## src/rtl/sap_1_controller_sequencer_if.sv

```systemverilog
// Handshake bundle between the SAP-1 instruction decoder and the controller-sequencer.
// The decoder drives the opcode strobes; the controller drives the ring state, control word and halt flag.
interface sap_1_controller_sequencer_if;
    logic        LDA;
    logic        ADD;
    logic        SUB;
    logic        OUT;
    logic        HLT;
    logic [5:0]  T;
    logic [11:0] CON;
    logic        HALT;

    modport master (
        output LDA,
        output ADD,
        output SUB,
        output OUT,
        output HLT,
        input  T,
        input  CON,
        input  HALT
    );

    modport slave (
        input  LDA,
        input  ADD,
        input  SUB,
        input  OUT,
        input  HLT,
        output T,
        output CON,
        output HALT
    );
endinterface

```

## src/rtl/sap_1_controller_sequencer.sv

```systemverilog
// SAP-1 controller-sequencer: six-state one-hot ring counter with a combinational
// control-word decode; HLT in T4 freezes the machine until CLR.
module sap_1_controller_sequencer (
    input  logic                          CLK,
    input  logic                          CLR,
    sap_1_controller_sequencer_if.slave   ctl
);

    // State encoding doubles as the one-hot T output; the halted state is all-zero.
    typedef enum logic [5:0] {
        ST_HALT = 6'b000000,
        ST_T1   = 6'b000001,
        ST_T2   = 6'b000010,
        ST_T3   = 6'b000100,
        ST_T4   = 6'b001000,
        ST_T5   = 6'b010000,
        ST_T6   = 6'b100000
    } state_e;

    localparam logic [11:0] CW_CP = 12'h800;
    localparam logic [11:0] CW_EP = 12'h400;
    localparam logic [11:0] CW_LM = 12'h200;
    localparam logic [11:0] CW_CE = 12'h100;
    localparam logic [11:0] CW_LI = 12'h080;
    localparam logic [11:0] CW_EI = 12'h040;
    localparam logic [11:0] CW_LA = 12'h020;
    localparam logic [11:0] CW_EA = 12'h010;
    localparam logic [11:0] CW_SU = 12'h008;
    localparam logic [11:0] CW_EU = 12'h004;
    localparam logic [11:0] CW_LB = 12'h002;
    localparam logic [11:0] CW_LO = 12'h001;
    localparam logic [11:0] CW_NOP = 12'h000;

    localparam logic [3:0] OP_LDA = 4'b0001;
    localparam logic [3:0] OP_ADD = 4'b0010;
    localparam logic [3:0] OP_SUB = 4'b0100;
    localparam logic [3:0] OP_OUT = 4'b1000;

    state_e      state_q;
    state_e      state_d;
    logic        halt_q;
    logic        halt_d;
    logic [11:0] con_s;
    logic [3:0]  op_s;
    logic        legal_s;

    function automatic logic exactly_one(input logic [3:0] v);
        return (v != 4'b0000) && ((v & (v - 4'b0001)) == 4'b0000);
    endfunction

    assign op_s    = {ctl.OUT, ctl.SUB, ctl.ADD, ctl.LDA};
    assign legal_s = exactly_one(op_s) && !ctl.HLT;

    // State and halt-flag registers; CLR forces T1 immediately.
    always_ff @(posedge CLK or posedge CLR) begin
        if (CLR) begin
            state_q <= ST_T1;
            halt_q  <= 1'b0;
        end else begin
            state_q <= state_d;
            halt_q  <= halt_d;
        end
    end

    // Ring advance and control-word decode.
    always_comb begin
        state_d = state_q;
        halt_d  = halt_q;
        con_s   = CW_NOP;
        case (state_q)
            ST_T1: begin
                state_d = ST_T2;
                con_s   = CW_EP | CW_LM;
            end
            ST_T2: begin
                state_d = ST_T3;
                con_s   = CW_CP;
            end
            ST_T3: begin
                state_d = ST_T4;
                con_s   = CW_CE | CW_LI;
            end
            ST_T4: begin
                if (ctl.HLT) begin
                    state_d = ST_HALT;
                    halt_d  = 1'b1;
                    con_s   = CW_NOP;
                end else begin
                    state_d = ST_T5;
                    if (legal_s) begin
                        case (op_s)
                            OP_LDA:  con_s = CW_EI | CW_LM;
                            OP_ADD:  con_s = CW_EI | CW_LM;
                            OP_SUB:  con_s = CW_EI | CW_LM;
                            OP_OUT:  con_s = CW_EA | CW_LO;
                            default: con_s = CW_NOP;
                        endcase
                    end else begin
                        con_s = CW_NOP;
                    end
                end
            end
            ST_T5: begin
                state_d = ST_T6;
                if (legal_s) begin
                    case (op_s)
                        OP_LDA:  con_s = CW_CE | CW_LA;
                        OP_ADD:  con_s = CW_CE | CW_LB;
                        OP_SUB:  con_s = CW_CE | CW_LB;
                        OP_OUT:  con_s = CW_NOP;
                        default: con_s = CW_NOP;
                    endcase
                end else begin
                    con_s = CW_NOP;
                end
            end
            ST_T6: begin
                state_d = ST_T1;
                if (legal_s) begin
                    case (op_s)
                        OP_LDA:  con_s = CW_NOP;
                        OP_ADD:  con_s = CW_EU | CW_LA;
                        OP_SUB:  con_s = CW_SU | CW_EU | CW_LA;
                        OP_OUT:  con_s = CW_NOP;
                        default: con_s = CW_NOP;
                    endcase
                end else begin
                    con_s = CW_NOP;
                end
            end
            ST_HALT: begin
                state_d = ST_HALT;
                halt_d  = 1'b1;
                con_s   = CW_NOP;
            end
            default: begin
                // Unreachable encodings recover to the start of a fetch.
                state_d = ST_T1;
                halt_d  = 1'b0;
                con_s   = CW_NOP;
            end
        endcase
    end

    assign ctl.T    = state_q;
    assign ctl.HALT = halt_q;
    assign ctl.CON  = con_s;

endmodule

```

## src/flat_wrapper.sv

```systemverilog
// flat-port wrapper written by rule: the top's interface ports become plain ports
module sap_1_controller_sequencer_flat 
  (CLK, CLR, ctl_LDA, ctl_ADD, ctl_SUB, ctl_OUT, ctl_HLT, ctl_T, ctl_CON, ctl_HALT);
  sap_1_controller_sequencer_if ctl_i ();
  input  logic CLK;
  input  logic CLR;
  input wire logic [$bits(ctl_i.LDA)-1:0] ctl_LDA;
  input wire logic [$bits(ctl_i.ADD)-1:0] ctl_ADD;
  input wire logic [$bits(ctl_i.SUB)-1:0] ctl_SUB;
  input wire logic [$bits(ctl_i.OUT)-1:0] ctl_OUT;
  input wire logic [$bits(ctl_i.HLT)-1:0] ctl_HLT;
  output wire logic [$bits(ctl_i.T)-1:0] ctl_T;
  output wire logic [$bits(ctl_i.CON)-1:0] ctl_CON;
  output wire logic [$bits(ctl_i.HALT)-1:0] ctl_HALT;
  assign ctl_i.LDA = ctl_LDA;
  assign ctl_i.ADD = ctl_ADD;
  assign ctl_i.SUB = ctl_SUB;
  assign ctl_i.OUT = ctl_OUT;
  assign ctl_i.HLT = ctl_HLT;
  assign ctl_T = ctl_i.T;
  assign ctl_CON = ctl_i.CON;
  assign ctl_HALT = ctl_i.HALT;
  sap_1_controller_sequencer u_core (.CLK(CLK), .CLR(CLR), .ctl(ctl_i));
endmodule
```

## config.mk

```make
export PLATFORM = sky130hd
export DESIGN_NAME = sap_1_controller_sequencer_flat
export DESIGN_NICKNAME = d
export VERILOG_FILES = /design/src/rtl/sap_1_controller_sequencer_if.sv /design/src/rtl/sap_1_controller_sequencer.sv /design/src/flat_wrapper.sv
export SDC_FILE = /design/constraint.sdc
export NUM_CORES = 1
export LEC_CHECK = 0
export CORE_MARGIN = 5
export CORE_UTILIZATION = 42
export DETAILED_ROUTE_END_ITERATION = 6
export HOLD_SLACK_MARGIN = 0.03
export PLACE_DENSITY = 0.81
export SYNTH_ARGS = -nofsm -noshare
export SYNTH_HDL_FRONTEND = slang
export SYNTH_SLANG_ARGS = --single-unit
```

## constraint.sdc

```tcl
create_clock -name CLK -period 3.1 [get_ports CLK]
set_input_delay 0.31 -clock CLK [delete_from_list [all_inputs] [get_ports CLK]]
set_output_delay 0.31 -clock CLK [all_outputs]
set_load 0.02 [all_outputs]
```

==> run summary, run 1 <==
status: finished clean
worst path required time: 2.79 ns
CP max FO: 7
#FFs+latches synth: 7
total gr overflow: 0
WL/cell: 14.8 um
CORE AREA: 0.00128 mm2
die height: 46.7 um
largest net degree at the start of global routing: 15
internal power: 154 uW
clock share of power: 43.3%
Max Transition Viols Final: 0
Overall Power: 205 uW
ranking of synthesized cells by area: dfrtp_1 (26%), nor3_1 (5.3%), dfstp_2 (4.6%), a2111oi_0 (4.6%), and3b_1 (4.6%)
final setup vio count: 0
Hold-fix buffers, CTS: 0
Async S/R FF share, synth: 100%
CTS Buf Count: 3
# IOs: 26
n_diodes: 0
vias in the first global route: 479
Worst Skew: 0.00118 ns
area leader, netlist: dfrtp_1
placed cell areas: 801 um2
initial DRC count: 6
Setup Crit Path Kind: input pin to output port
antenna violations before repair: 0
post-synthesis sequential area ratio: 31.1%
port bufs: 25
TNS Setup: 0 ns
fill cell count: 127
crit start category: input pin
routed wire length: 1520 um
Area Growth Syn to Fin: 45.9%
post-synthesis cell type count: 29
Detail Route Antenna Nets: 0
Root Driver: clkbuf_4
Nets: 96
GRT Total Usage: 15.3%
Pleak: 0.000308 uW
Post-synth EDFFs: 0
Seq pwr share: 44.6%
Via Count: 578
Comb power frac: 12.1%
VDD IR max: 0.114 mV
Finished Cell Area: 827 um2
synthesized area: 567 um2
Worst-path clk slew: 0.06 ns
synthesized net count: 72
Final Instance Count excl. Fillers: 103
minimum clock period: 2.85 ns
Worst EP arrival: 2.54 ns
Max H-tree Level: 1
Power Density: 248 mW/mm2
HPWL Detailed: 1130 um
net switching power: 51.5 uW
kind of end point of the critical path: output port
Worst slew margin: 69.3%
die width: 46.7 um
fraction of layout cells with a size suffix above 1: 9.09%
hold crit path type: input pin to asynchronous set/reset pin
setup repair bufs after CTS: 0
row cnt: 13
Fin. Hold Viols: 0
post-synth top area share: 26.5%
Mapped Cells: 65
post-route DRC violation count: 0
Skew-Pair Late Insertion Delay: 0.26 ns
synth cell count leaders: dfrtp_1 (6), nor2_1 (6), nor3_1 (6)
routability-driven placement congestion ratio: 0.709
Avg Inst Size Synth: 8.72 um2
die area: 0.00218 mm2
initial core utilization: 44.1%
post-cts sizing count: 0
Top FF cell, synth: dfrtp_1
RSZ-0062 raised after global routing: false
Bufs on Longest Clock Path: 2
max-cap violation count: 0
Yosys warnings: 0
placed cells: 99
first-pass GRT wire length: 2300 um
CTS sink cnt: 7
final worst-path cycle share: 91.8%
Reg2Reg Depth: 3
Worst-Margin Slew: 0.457 ns
sw frac: 25.1%
vias per std cell: 5.61
DRT Pass-1 Iters: 3
fmax: 351 MHz
TritonCTS clock tree: yes
power groups by stage:
stage / Sequential, uW / Combinational [uW] / Clock, uW
final: 91.5 / 24.9 / 88.9
after global routing: 91.5 / 27.4 / 93.9
after CTS: 91.5 / 25.1 / 90.2
after detailed placement: 93.1 / 24.9 / 0
after global placement: 93.1 / 24.1 / 0
after floorplan: 93.1 / 13.2 / 0
final cells by class:
type	instances	area, um2	area share, %
clock buffers	4	26.3	3.18
well taps	15	18.8	2.27
flip-flops and latches	7	176	21.3
multi-input cells	50	348	42.1
inverters	2	7.51	0.908
repair buffers	25	250	30.3
state kept, by name, indices dropped and copies added, names as in the netlist:
| register | count |
|---|---|
| u_core.ctl.T | 6 |
| u_core.ctl.HALT | 1 |
per-stage QoR:
step / utilization, % / hold WS, ns / worst slack [ns]
3_5_place_dp: 62.3 / 0.561 / 0.247
5_1_grt: 64.4 / 0.310 / 0.206
6_report: 64.4 / 0.275 / 0.255
3_3_place_gp: 62.3 / 0.558 / 0.304
2_1_floorplan: - / 0.113 / 0.977
4_1_cts: 64.4 / 0.282 / 0.242
routing by layer:
metal  GRT usage [%]  vias to the layer above  part of all wire, %
li1                -                      289                    -
met1            20.8                      272                   46
met2            20.9                       13                   48
met3            4.60                        4                  3.9
met4            9.94                        0                  2.2
met5               0                        -                    0
path summary, 6_finish.rpt:
kind | end | startpoint | slack, ns
max in group asynchronous | u_core.ctl.T[0] | CLR | 2.56
min | u_core.ctl.T[5] | CLR | 0.28
max | ctl_CON[0] | ctl_ADD | 0.25
min reg2reg | u_core.ctl.T[1] | u_core.ctl.T[5] | 0.64
max reg2reg | u_core.ctl.HALT | u_core.ctl.T[4] | 1.55
min in group CLK | u_core.ctl.T[1] | u_core.ctl.T[5] | 0.64
critical path, cell delays in order:
cell and delay, ns:
clkdlybuf4s50_1 0.53, or4b_4 0.59, a31o_4 0.26, nor3_2 0.19, clkdlybuf4s50_1 0.65
placed cells by master, fill, tap and decap left out, types with 2 or more instances in the layout:
cell and instances:
clkdlybuf4s50_1 25, nor2_1 6, nor3_1 6, dfrtp_1 6, a21oi_1 4, nand3b_1 3
or3_1 3, and3b_1 3, nor4b_1 3, a2111oi_0 3, clkbuf_4 3, nor4_1 2
xnor2_1 2, nand2b_1 2, inv_1 2, o21bai_1 2, o21ai_0 2
cells by family (layout without fill, tap and decap cells):
family                    count (synthesis)  after routing  share of synthesized area [%]
DFF                                       7              7                           31.1
buffers and inverters                     8             31                           7.51
and+or+nand+nor                          34             34                           39.7
xor gates and xnor gates                  3              3                           4.64
AOI/OAI and AO/OA                        13             13                           17.0
(Power assumes the default switching activity.)
==> run 2: changes to the inputs <==
--- a/config.mk
+++ b/config.mk
@@ -10,6 +10,7 @@
 export DETAILED_ROUTE_END_ITERATION = 6
 export HOLD_SLACK_MARGIN = 0.03
 export PLACE_DENSITY = 0.81
+export SETUP_SLACK_MARGIN = 0.02
 export SYNTH_ARGS = -nofsm -noshare
 export SYNTH_HDL_FRONTEND = slang
 export SYNTH_SLANG_ARGS = --single-unit
==> results of run 2 <==
Same layout as run 1: the final DEF is identical, and so are final timing and power.
